===== config.mk =====
export PLATFORM = sky130hd
export DESIGN_NAME = key_debounce_array
export DESIGN_NICKNAME = d
export VERILOG_FILES = /design/src/rtl/key_pkg.sv /design/src/rtl/key_chan.sv /design/src/rtl/key_debounce_array.sv
export SDC_FILE = /design/constraint.sdc
export NUM_CORES = 1
export LEC_CHECK = 0
export CAP_MARGIN = 30
export CORE_ASPECT_RATIO = 1.2
export CORE_MARGIN = 2
export CORE_UTILIZATION = 35
export DETAILED_ROUTE_END_ITERATION = 10
export SYNTH_ARGS = -nofsm -noshare
export SYNTH_HDL_FRONTEND = slang
export SYNTH_SLANG_ARGS = --single-unit

===== constraint.sdc =====
create_clock -name clk -period 3 [get_ports clk]
set_clock_uncertainty 0.05 [all_clocks]
set_input_delay 0.9 -clock clk [delete_from_list [all_inputs] [get_ports clk]]
set_output_delay 0.9 -clock clk [all_outputs]
set_load 0.03 [all_outputs]

===== src/rtl/key_pkg.sv =====
// Shared definitions for the key debounce array: one-hot channel states
// and the counter-width helper used by every channel.
package key_pkg;

  typedef enum logic [3:0] {
    IDLE    = 4'b0001,
    FILTER1 = 4'b0010,
    STABLE  = 4'b0100,
    FILTER2 = 4'b1000
  } key_fsm_e;

  // One counter serves debounce, hold and repeat timing, so it is sized for the largest.
  function automatic int unsigned cnt_width(input int unsigned deb_cycles,
                                            input int unsigned long_cycles,
                                            input int unsigned repeat_cycles);
    int unsigned max_cycles;
    max_cycles = deb_cycles;
    if (long_cycles > max_cycles) max_cycles = long_cycles;
    if (repeat_cycles > max_cycles) max_cycles = repeat_cycles;
    return (max_cycles < 2) ? 1 : $clog2(max_cycles);
  endfunction

endpackage


===== src/rtl/key_chan.sv =====
// One key channel: 2-FF synchroniser, debounce FSM, shared counter, registered pulses.
// Auto-repeat is built only when KEY_AUTO_REPEAT_EN is defined.
module key_chan
  import key_pkg::*;
#(
  parameter int unsigned DEB_CYCLES    = 1_000_000,
  parameter int unsigned LONG_CYCLES   = 50_000_000,
  parameter int unsigned REPEAT_CYCLES = 10_000_000
) (
  input  logic clk,
  input  logic rst_n,
  input  logic key_in,
  output logic key_flag,
  output logic key_release,
  output logic key_long,
  output logic key_repeat,
  output logic key_state
);

  localparam int unsigned CW = cnt_width(DEB_CYCLES, LONG_CYCLES, REPEAT_CYCLES);
  localparam logic [CW-1:0] DEB_LAST  = CW'(DEB_CYCLES - 1);
  localparam logic [CW-1:0] LONG_LAST = CW'(LONG_CYCLES - 1);
`ifdef KEY_AUTO_REPEAT_EN
  localparam logic [CW-1:0] REP_LAST  = CW'(REPEAT_CYCLES - 1);
`endif

  logic          sync1_q;
  logic          key_s_q;
  key_fsm_e      state_q, state_d;
  logic [CW-1:0] cnt_q, cnt_d;
  logic          long_done_q, long_done_d;
  logic          key_flag_q, key_flag_d;
  logic          key_release_q, key_release_d;
  logic          key_long_q, key_long_d;
  logic          key_state_q, key_state_d;

  always_ff @(posedge clk or negedge rst_n) begin
    if (!rst_n) begin
      sync1_q       <= 1'b1;
      key_s_q       <= 1'b1;
      state_q       <= IDLE;
      cnt_q         <= '0;
      long_done_q   <= 1'b0;
      key_flag_q    <= 1'b0;
      key_release_q <= 1'b0;
      key_long_q    <= 1'b0;
      key_state_q   <= 1'b1;
    end else begin
      sync1_q       <= key_in;
      key_s_q       <= sync1_q;
      state_q       <= state_d;
      cnt_q         <= cnt_d;
      long_done_q   <= long_done_d;
      key_flag_q    <= key_flag_d;
      key_release_q <= key_release_d;
      key_long_q    <= key_long_d;
      key_state_q   <= key_state_d;
    end
  end

  always_comb begin
    state_d     = state_q;
    cnt_d       = cnt_q;
    long_done_d = long_done_q;
    case (state_q)
      IDLE: begin
        cnt_d = '0;
        if (!key_s_q) state_d = FILTER1;
      end
      FILTER1: begin
        if (key_s_q) begin
          state_d = IDLE;
          cnt_d   = '0;
        end else if (cnt_q == DEB_LAST) begin
          state_d     = STABLE;
          cnt_d       = '0;
          long_done_d = 1'b0;
        end else begin
          cnt_d = cnt_q + CW'(1);
        end
      end
      STABLE: begin
        if (key_s_q) begin
          state_d = FILTER2;
          cnt_d   = '0;
        end else if (!long_done_q) begin
          if (cnt_q == LONG_LAST) begin
            cnt_d       = '0;
            long_done_d = 1'b1;
          end else begin
            cnt_d = cnt_q + CW'(1);
          end
        end else begin
`ifdef KEY_AUTO_REPEAT_EN
          cnt_d = (cnt_q == REP_LAST) ? '0 : cnt_q + CW'(1);
`else
          cnt_d = '0;
`endif
        end
      end
      FILTER2: begin
        if (!key_s_q) begin
          state_d = STABLE;
          cnt_d   = '0;
        end else if (cnt_q == DEB_LAST) begin
          state_d = IDLE;
          cnt_d   = '0;
        end else begin
          cnt_d = cnt_q + CW'(1);
        end
      end
      default: begin
        state_d     = IDLE;
        cnt_d       = '0;
        long_done_d = 1'b0;
      end
    endcase
  end

  always_comb begin
    key_flag_d    = (state_q == FILTER1) && !key_s_q && (cnt_q == DEB_LAST);
    key_release_d = (state_q == FILTER2) && key_s_q && (cnt_q == DEB_LAST);
    key_long_d    = (state_q == STABLE) && !key_s_q && !long_done_q && (cnt_q == LONG_LAST);
    key_state_d   = !((state_q == STABLE) || (state_q == FILTER2));
  end

`ifdef KEY_AUTO_REPEAT_EN
  logic key_repeat_q, key_repeat_d;

  always_comb begin
    key_repeat_d = (state_q == STABLE) && !key_s_q && long_done_q && (cnt_q == REP_LAST);
  end

  always_ff @(posedge clk or negedge rst_n) begin
    if (!rst_n) key_repeat_q <= 1'b0;
    else        key_repeat_q <= key_repeat_d;
  end

  assign key_repeat = key_repeat_q;
`else
  assign key_repeat = 1'b0;
`endif

  assign key_flag    = key_flag_q;
  assign key_release = key_release_q;
  assign key_long    = key_long_q;
  assign key_state   = key_state_q;

endmodule


===== src/rtl/key_debounce_array.sv =====
// Array of independent key_chan conditioners, one per active-low key pin.
// Optional auto-repeat is enabled by defining KEY_AUTO_REPEAT_EN.
module key_debounce_array #(
  parameter int unsigned KEY_NUM       = 4,
  parameter int unsigned DEB_CYCLES    = 1_000_000,
  parameter int unsigned LONG_CYCLES   = 50_000_000,
  parameter int unsigned REPEAT_CYCLES = 10_000_000
) (
  input  logic               clk,
  input  logic               rst_n,
  input  logic [KEY_NUM-1:0] key_in,
  output logic [KEY_NUM-1:0] key_flag,
  output logic [KEY_NUM-1:0] key_release,
  output logic [KEY_NUM-1:0] key_long,
  output logic [KEY_NUM-1:0] key_repeat,
  output logic [KEY_NUM-1:0] key_state
);

  for (genvar i = 0; i < KEY_NUM; i++) begin : g_chan
    key_chan #(
      .DEB_CYCLES   (DEB_CYCLES),
      .LONG_CYCLES  (LONG_CYCLES),
      .REPEAT_CYCLES(REPEAT_CYCLES)
    ) u_chan (
      .clk        (clk),
      .rst_n      (rst_n),
      .key_in     (key_in[i]),
      .key_flag   (key_flag[i]),
      .key_release(key_release[i]),
      .key_long   (key_long[i]),
      .key_repeat (key_repeat[i]),
      .key_state  (key_state[i])
    );
  end

endmodule


==> impl_metrics.toml, run 1 <==
[placed_design]
dp.final_hpwl_um = 9730
place_congestion = 0.787
placement.io_buffers = 21
place_inst = 1071

[hold_path]
hold_path_class = "flip-flop to flip-flop"
holdPathEnd = "g_chan[1].u_chan.key_s_q"
whs_path_depth = 0
worstHoldStart = "g_chan[1].u_chan.sync1_q"

[sta]
setup-violations-final = 0
min_period_ns = 2.54
slew_viol_final = 0
finalSetupTns_ns = 0
tightest_slew_ns = 0.769
whs_ns = 0.305
period_share_pct = 84.7
relSlewSlack_pct = 48.5
hold_viol = 0
rsz0062_at_grt = "no"
fmax_ghz = 0.394

[clock_network]
cts_buffer_depth = 2
clk_pin_slew_ns = 0.06
cts_max_level = 4
cts_root_buf = "clkbuf_16"
cts_inserted_buffers = 17
tritoncts = "built"
cts_sinks = 148
cts_resized = 0
hold_buffers = 0
cts_setup_buffers = 0
clk_latency_ns = 0.43

[synth]
synth-edff-count = 0
synth_cell_type_count = 63
synthArstFlopShare_pct = 100
seq_area_frac_synth_pct = 48.2
synthCells = 820
synth.area.top_cells = "dfrtp_1 (43%), nor2_1 (7.8%), xnor2_1 (6.6%)"
synth_top_flop_cell = "dfrtp_1"
yosysWarningCount = 0
netlist.area_leader.share_pct = 42.8
synth-seq-cells = 148
yosysTopAreaCell = "dfrtp_1"
netlist_area_um2 = 7720
syn_area_per_cell_um2 = 9.42

[grt]
grt_usage_pct = 13.5
antenna_found_initial = 0
grt_pass1_vias = 5609
grt_pass1_wl_um = 26200
grt_overflow = 0
grt_max_degree = 55

[power]
switchingPower_w = 0.00106
switching_share_pct = 23.6
ir_drop_mv = 0.423
clockPowerShare_pct = 48.1
power_frac_seq_pct = 46.6
p_int_w = 0.00343
totalPowerFinal_w = 0.00450
p_comb_share_pct = 5.3
cellPowerDensity_nw_per_um2 = 519
cellLeakagePower_nw = 3.30

[die]
dieWidth_um = 140
pin_count = 26
row_count = 59
die_h_um = 167
dieArea_um2 = 23300
coreArea_um2 = 21700
initial_core_util_pct = 35.6

[routing]
drt_iter0_drc = 287
drcViolationCount = 0
vias = 5579
wl_um = 14600
wl_per_cell_um = 13.2
first_pass_iters = 4
viasPerCell = 5.06
drtAntennaViolNets = 0

[status]
status = "finished clean"

[final_layout]
drive_gt1_share_pct = 9.05
stdcell_count = 1103
syn_to_final_growth_pct = 12.2
final_core_util_pct = 39.9
n_fill_cell = 2165
antenna_cells = 0
final_nets = 826

[job]
cap_violations = 0

[worst_setup_path]
r2r-end = "g_chan[2].u_chan.cnt_q[5]"
ff2ff_setup_slack_ns = 0.69
arrival_ns = 1.59
crit_start = "g_chan[0].u_chan.key_state"
path_buf_inv = 1
critPathMaxStageDelay_ns = 0.66
crit_fanout = 1
crit_family = "buffers and inverters"
cp-end-kind = "output port"
crit_required_ns = 2.05
slowest_stage = "clkdlybuf4s50_1"
crit_chain = "clkdlybuf4s50_1"
crit_type = "flip-flop to output port"
rr_worst_depth = 6
rr_startpoint = "g_chan[2].u_chan.cnt_q[22]"
start_kind = "flip-flop"
==> through the flow <==
step / setup WS (ns) / cell area [µm²]
finish: 0.459 / 8660
global route: 0.402 / 8660
CTS: 0.441 / 8660
detailed placement: 0.674 / 8060
global placement: 0.487 / 8050
floorplan: 0.910 / 7730
==> metal layers <==
metal  wire [µm]  track usage (%)
met5           0                0
met4         212             4.70
met3         353             3.39
met2        7120             22.8
met1        6880             16.7
==> power groups by stage <==
stage | logic, W | clock network (W) | registers (W)
2_1_floorplan | 0.000210 | 0 | 0.00208
3_3_place_gp | 0.000239 | 0 | 0.00213
3_5_place_dp | 0.000242 | 0 | 0.00213
4_1_cts | 0.000243 | 0.00223 | 0.00209
5_1_grt | 0.000275 | 0.00233 | 0.00210
6_report | 0.000238 | 0.00216 | 0.00210
==> cell usage in the layout (no fill, tap or decap), types with 3 or more instances in the layout <==
| cell | n |
|---|---|
| a211oi_1 | 3 |
| a21oi_1 | 21 |
| a2bb2oi_1 | 4 |
| and2_1 | 4 |
| and3_1 | 14 |
| and4_1 | 12 |
| buf_4 | 5 |
| bufinv_16 | 3 |
| clkbuf_16 | 17 |
| clkdlybuf4s50_1 | 20 |
| clkinv_2 | 3 |
| clkinv_4 | 4 |
| clkinvlp_4 | 3 |
| conb_1 | 4 |
| dfrtp_1 | 132 |
| dfstp_2 | 16 |
| ha_1 | 4 |
| inv_1 | 17 |
| nand2_1 | 52 |
| nand2b_1 | 3 |
| nand3_1 | 47 |
| nand3b_1 | 5 |
| nand4_1 | 26 |
| nand4b_1 | 5 |
| nor2_1 | 161 |
| nor2b_1 | 16 |
| nor3_1 | 32 |
| nor3b_1 | 4 |
| nor4_1 | 16 |
| nor4b_1 | 11 |
| nor4bb_1 | 3 |
| o21ai_0 | 15 |
| o2bb2ai_1 | 3 |
| o31ai_1 | 3 |
| or4_1 | 3 |
| xnor2_1 | 58 |
| xor2_1 | 38 |
==> logic make-up after synthesis <==
logic type,count (synthesis),share of synthesized area (%)
adder cells (fa/ha/maj),4,0.648
multiplexers,2,0.259
AND/OR/NAND/NOR,431,29.1
buffers and inverters,72,4.99
XOR/XNOR,96,10.9
other,1,0.0486
flip-flops,148,48.2
AO/OA/AOI/OAI,66,5.87
==> area by class of cell <==
class	instances	area (µm²)	area share, %
clock inverter	15	180	2.08
tap	274	343	3.96
multi-input combinational	603	3630	41.9
sequential	148	3720	43.0
inverter	17	63.8	0.736
timing repair buffer	29	300	3.47
clock buffer	17	425	4.91
==> worst max-delay path by stage <==
stage / end / slack (ns) / cells past startpoint
4_1_cts: key_state[2] / 0.44 / 1
3_5_place_dp: g_chan[2].u_chan.cnt_q[9] / 0.67 / 6
5_1_grt: key_state[0] / 0.40 / 1
6_report: key_state[0] / 0.46 / 1
2_1_floorplan: g_chan[0].u_chan.cnt_q[16] / 0.91 / 7
3_3_place_gp: g_chan[1].u_chan.cnt_q[10] / 0.49 / 6
==> registers in the layout (all words and copies together), names as in the netlist <==
register                   count
g_chan.u_chan.key_state        4
g_chan.u_chan.key_s_q          4
g_chan.u_chan.key_flag         4
g_chan.u_chan.sync1_q          4
g_chan.u_chan.long_done_q      4
g_chan.u_chan.key_long         4
g_chan.u_chan.cnt_q          104
g_chan.u_chan.state_q         16
g_chan.u_chan.key_release      4
==> Yosys cell counts (4+ instances only) <==
library cell,count
ha_1,4
nor2_1,161
nor4_1,16
xor2_1,38
and3_1,14
dfrtp_1,132
a21oi_1,22
nand4b_1,5
and2_1,4
buf_6,4
nand3_1,47
a2bb2oi_1,4
buf_2,6
nor3b_1,4
nand2_1,52
nor4b_1,11
clkbuf_1,23
nor2b_1,16
nand3b_1,5
inv_1,17
xnor2_1,58
nor3_1,32
buf_4,20
and4_1,12
dfstp_2,16
nand4_1,26
o21ai_0,15
Power figures use the tool's default switching activity.
==> run 2: changes to the inputs <==
==> constraint.sdc (replaced) <==
create_clock -name clk -period 2.6 [get_ports clk]
set_clock_uncertainty 0.05 [all_clocks]
set_input_delay 0.78 -clock clk [delete_from_list [all_inputs] [get_ports clk]]
set_output_delay 0.78 -clock clk [all_outputs]
set_load 0.03 [all_outputs]
==> run 2 against run 1 <==
First-iteration DRC count is 2.4% higher. Wire length is 1.3% higher. Final cell count is 0.82% higher. Clock-buffer cell count is 2 higher. Highest routed layer unchanged. Sequential power is 15% higher. Critical path type unchanged. Design area is 0.36% higher.
==> impl_metrics.toml, run 2 (synthesis results as in run 1) <==
[die]
die_h_um = 167
initial_core_util_pct = 35.6
row_count = 59
dieArea_um2 = 23300
coreArea_um2 = 21700
dieWidth_um = 140
pin_count = 26

[grt]
met2_usage_pct = 22.1
grt_usage_pct = 13.4
grt.met1_usage_pct = 17.5
grt_overflow = 0
antenna_found_initial = 0
grt_max_degree = 51
grt_use_met3_pct = 3.05
top_usage_layer = "met2"
grt_pass1_wl_um = 26300
grt_pass1_vias = 5541

[final_layout]
final_common_cell = "nor2_1"
stdcell_count = 1112
fin_area_um2 = 8700
reg_top3 = "g_chan.u_chan.cnt_q: 104 flops, g_chan.u_chan.state_q: 16 flops"
final_cell_mix = "nor2_1 (161), dfrtp_1 (132), xnor2_1 (58)"
antenna_cells = 0
final_nets = 835
drive_gt1_share_pct = 9.79
regMostFlops = "g_chan.u_chan.cnt_q"
largest_reg_flops = 104
syn_to_final_growth_pct = 12.6

[worst_setup_path]
rr_startpoint = "g_chan[1].u_chan.cnt_q[0]"
ff2ff_setup_slack_ns = 0.32
cp-end-kind = "output port"
start_kind = "flip-flop"
r2r-end = "g_chan[1].u_chan.cnt_q[1]"
crit_required_ns = 1.77
slowest_stage = "clkdlybuf4s50_1"
rr_worst_depth = 7
critPathMaxStageDelay_ns = 0.66
crit_fanout = 1
crit_family = "buffers and inverters"
crit_type = "flip-flop to output port"
crit_chain = "clkdlybuf4s50_1"
path_buf_inv = 1
arrival_ns = 1.60

[sta]
period_share_pct = 93.5
hold_viol = 0
slew_viol_final = 0
min_period_ns = 2.43
whs_ns = 0.256
rsz0062_at_grt = "no"
tightest_slew_ns = 0.728
finalSetupTns_ns = 0
setup-violations-final = 0
fmax_ghz = 0.411
relSlewSlack_pct = 51.2

[power]
ir_drop_mv = 0.388
cellLeakagePower_nw = 3.32
cellPowerDensity_nw_per_um2 = 582

[placed_design]
placement.io_buffers = 21
place_inst = 1080
dp.final_hpwl_um = 9920
dpl_cell_area_um2 = 8130
place_congestion = 0.777

[status]
status = "finished clean"

[clock_network]
cts_buffer_depth = 2
clk_pin_slew_ns = 0.06
hold_buffers = 0
clk_latency_ns = 0.42
tritoncts = "built"
cts_root_buf = "clkbuf_16"
cts_max_level = 4
cts_setup_buffers = 0
cts_inserted_buffers = 17
cts_sinks = 148
cts_resized = 0

[routing]
drtAntennaViolNets = 0
vias = 5626
drt_iter0_drc = 294
viasPerCell = 5.06
wl_um = 14800
first_pass_iters = 4
wl_per_cell_um = 13.3
drcViolationCount = 0

[job]
cap_violations = 0

[hold_path]
hold_path_class = "input port to asynchronous set/reset pin"
-- run 2: changes by cell type in the layout (fill, tap and decap cells not counted), sizes merged --
| cell | before | now |
|---|---|---|
| bufinv | 3 | 2 |
| inv | 19 | 17 |
| buf | 9 | 18 |
| clkbuf | 17 | 19 |
| clkinvlp | 3 | 4 |
-- run 2: cell type report --
type,instances,area [µm²]
well taps,274,343
clock inverters,13,136
inverters,17,63.8
fillers,2111,13000
multi-input cells,603,3630
repair buffers,38,368
clock buffers,19,433
flip-flops and latches,148,3720
-- run 2: metal layers --
layer / vias up / part of all wire, %
li1: 2827 / -
met1: 2725 / 47
met2: 60 / 49
met3: 14 / 2.3
met4: 0 / 1.4
met5: - / 0
-- run 2: worst max-delay path by stage --
stage / from / to / slack [ns] / depth (start not counted)
5_1_grt: g_chan[1].u_chan.cnt_q[0] / g_chan[1].u_chan.cnt_q[16] / 0.11 / 7
6_report: g_chan[2].u_chan.key_state / key_state[2] / 0.17 / 1
4_1_cts: g_chan[2].u_chan.key_state / key_state[2] / 0.14 / 1
3_3_place_gp: g_chan[1].u_chan.cnt_q[0] / g_chan[1].u_chan.cnt_q[8] / 0.14 / 6
3_5_place_dp: g_chan[1].u_chan.cnt_q[0] / g_chan[1].u_chan.cnt_q[11] / 0.32 / 7
2_1_floorplan: g_chan[0].u_chan.cnt_q[0] / g_chan[0].u_chan.cnt_q[16] / 0.51 / 7
-- run 2: per-stage QoR --
stage	setup slack (ns)	power [W]	utilization [%]
finish	0.168	0.00506	40.1
CTS	0.142	0.00514	40.1
detailed placement	0.316	0.00274	37.4
floorplan	0.510	0.00264	-
global route	0.112	0.00528	40.1
global placement	0.139	0.00274	37.4
-- run 2: where the power goes --
part / leakage (nW) / internal (W) / switching, W
registers: 2.01 / 0.00235 / 0.0000678
logic: 1.04 / 0.000103 / 0.000176
clock network: 0.269 / 0.00141 / 0.000956
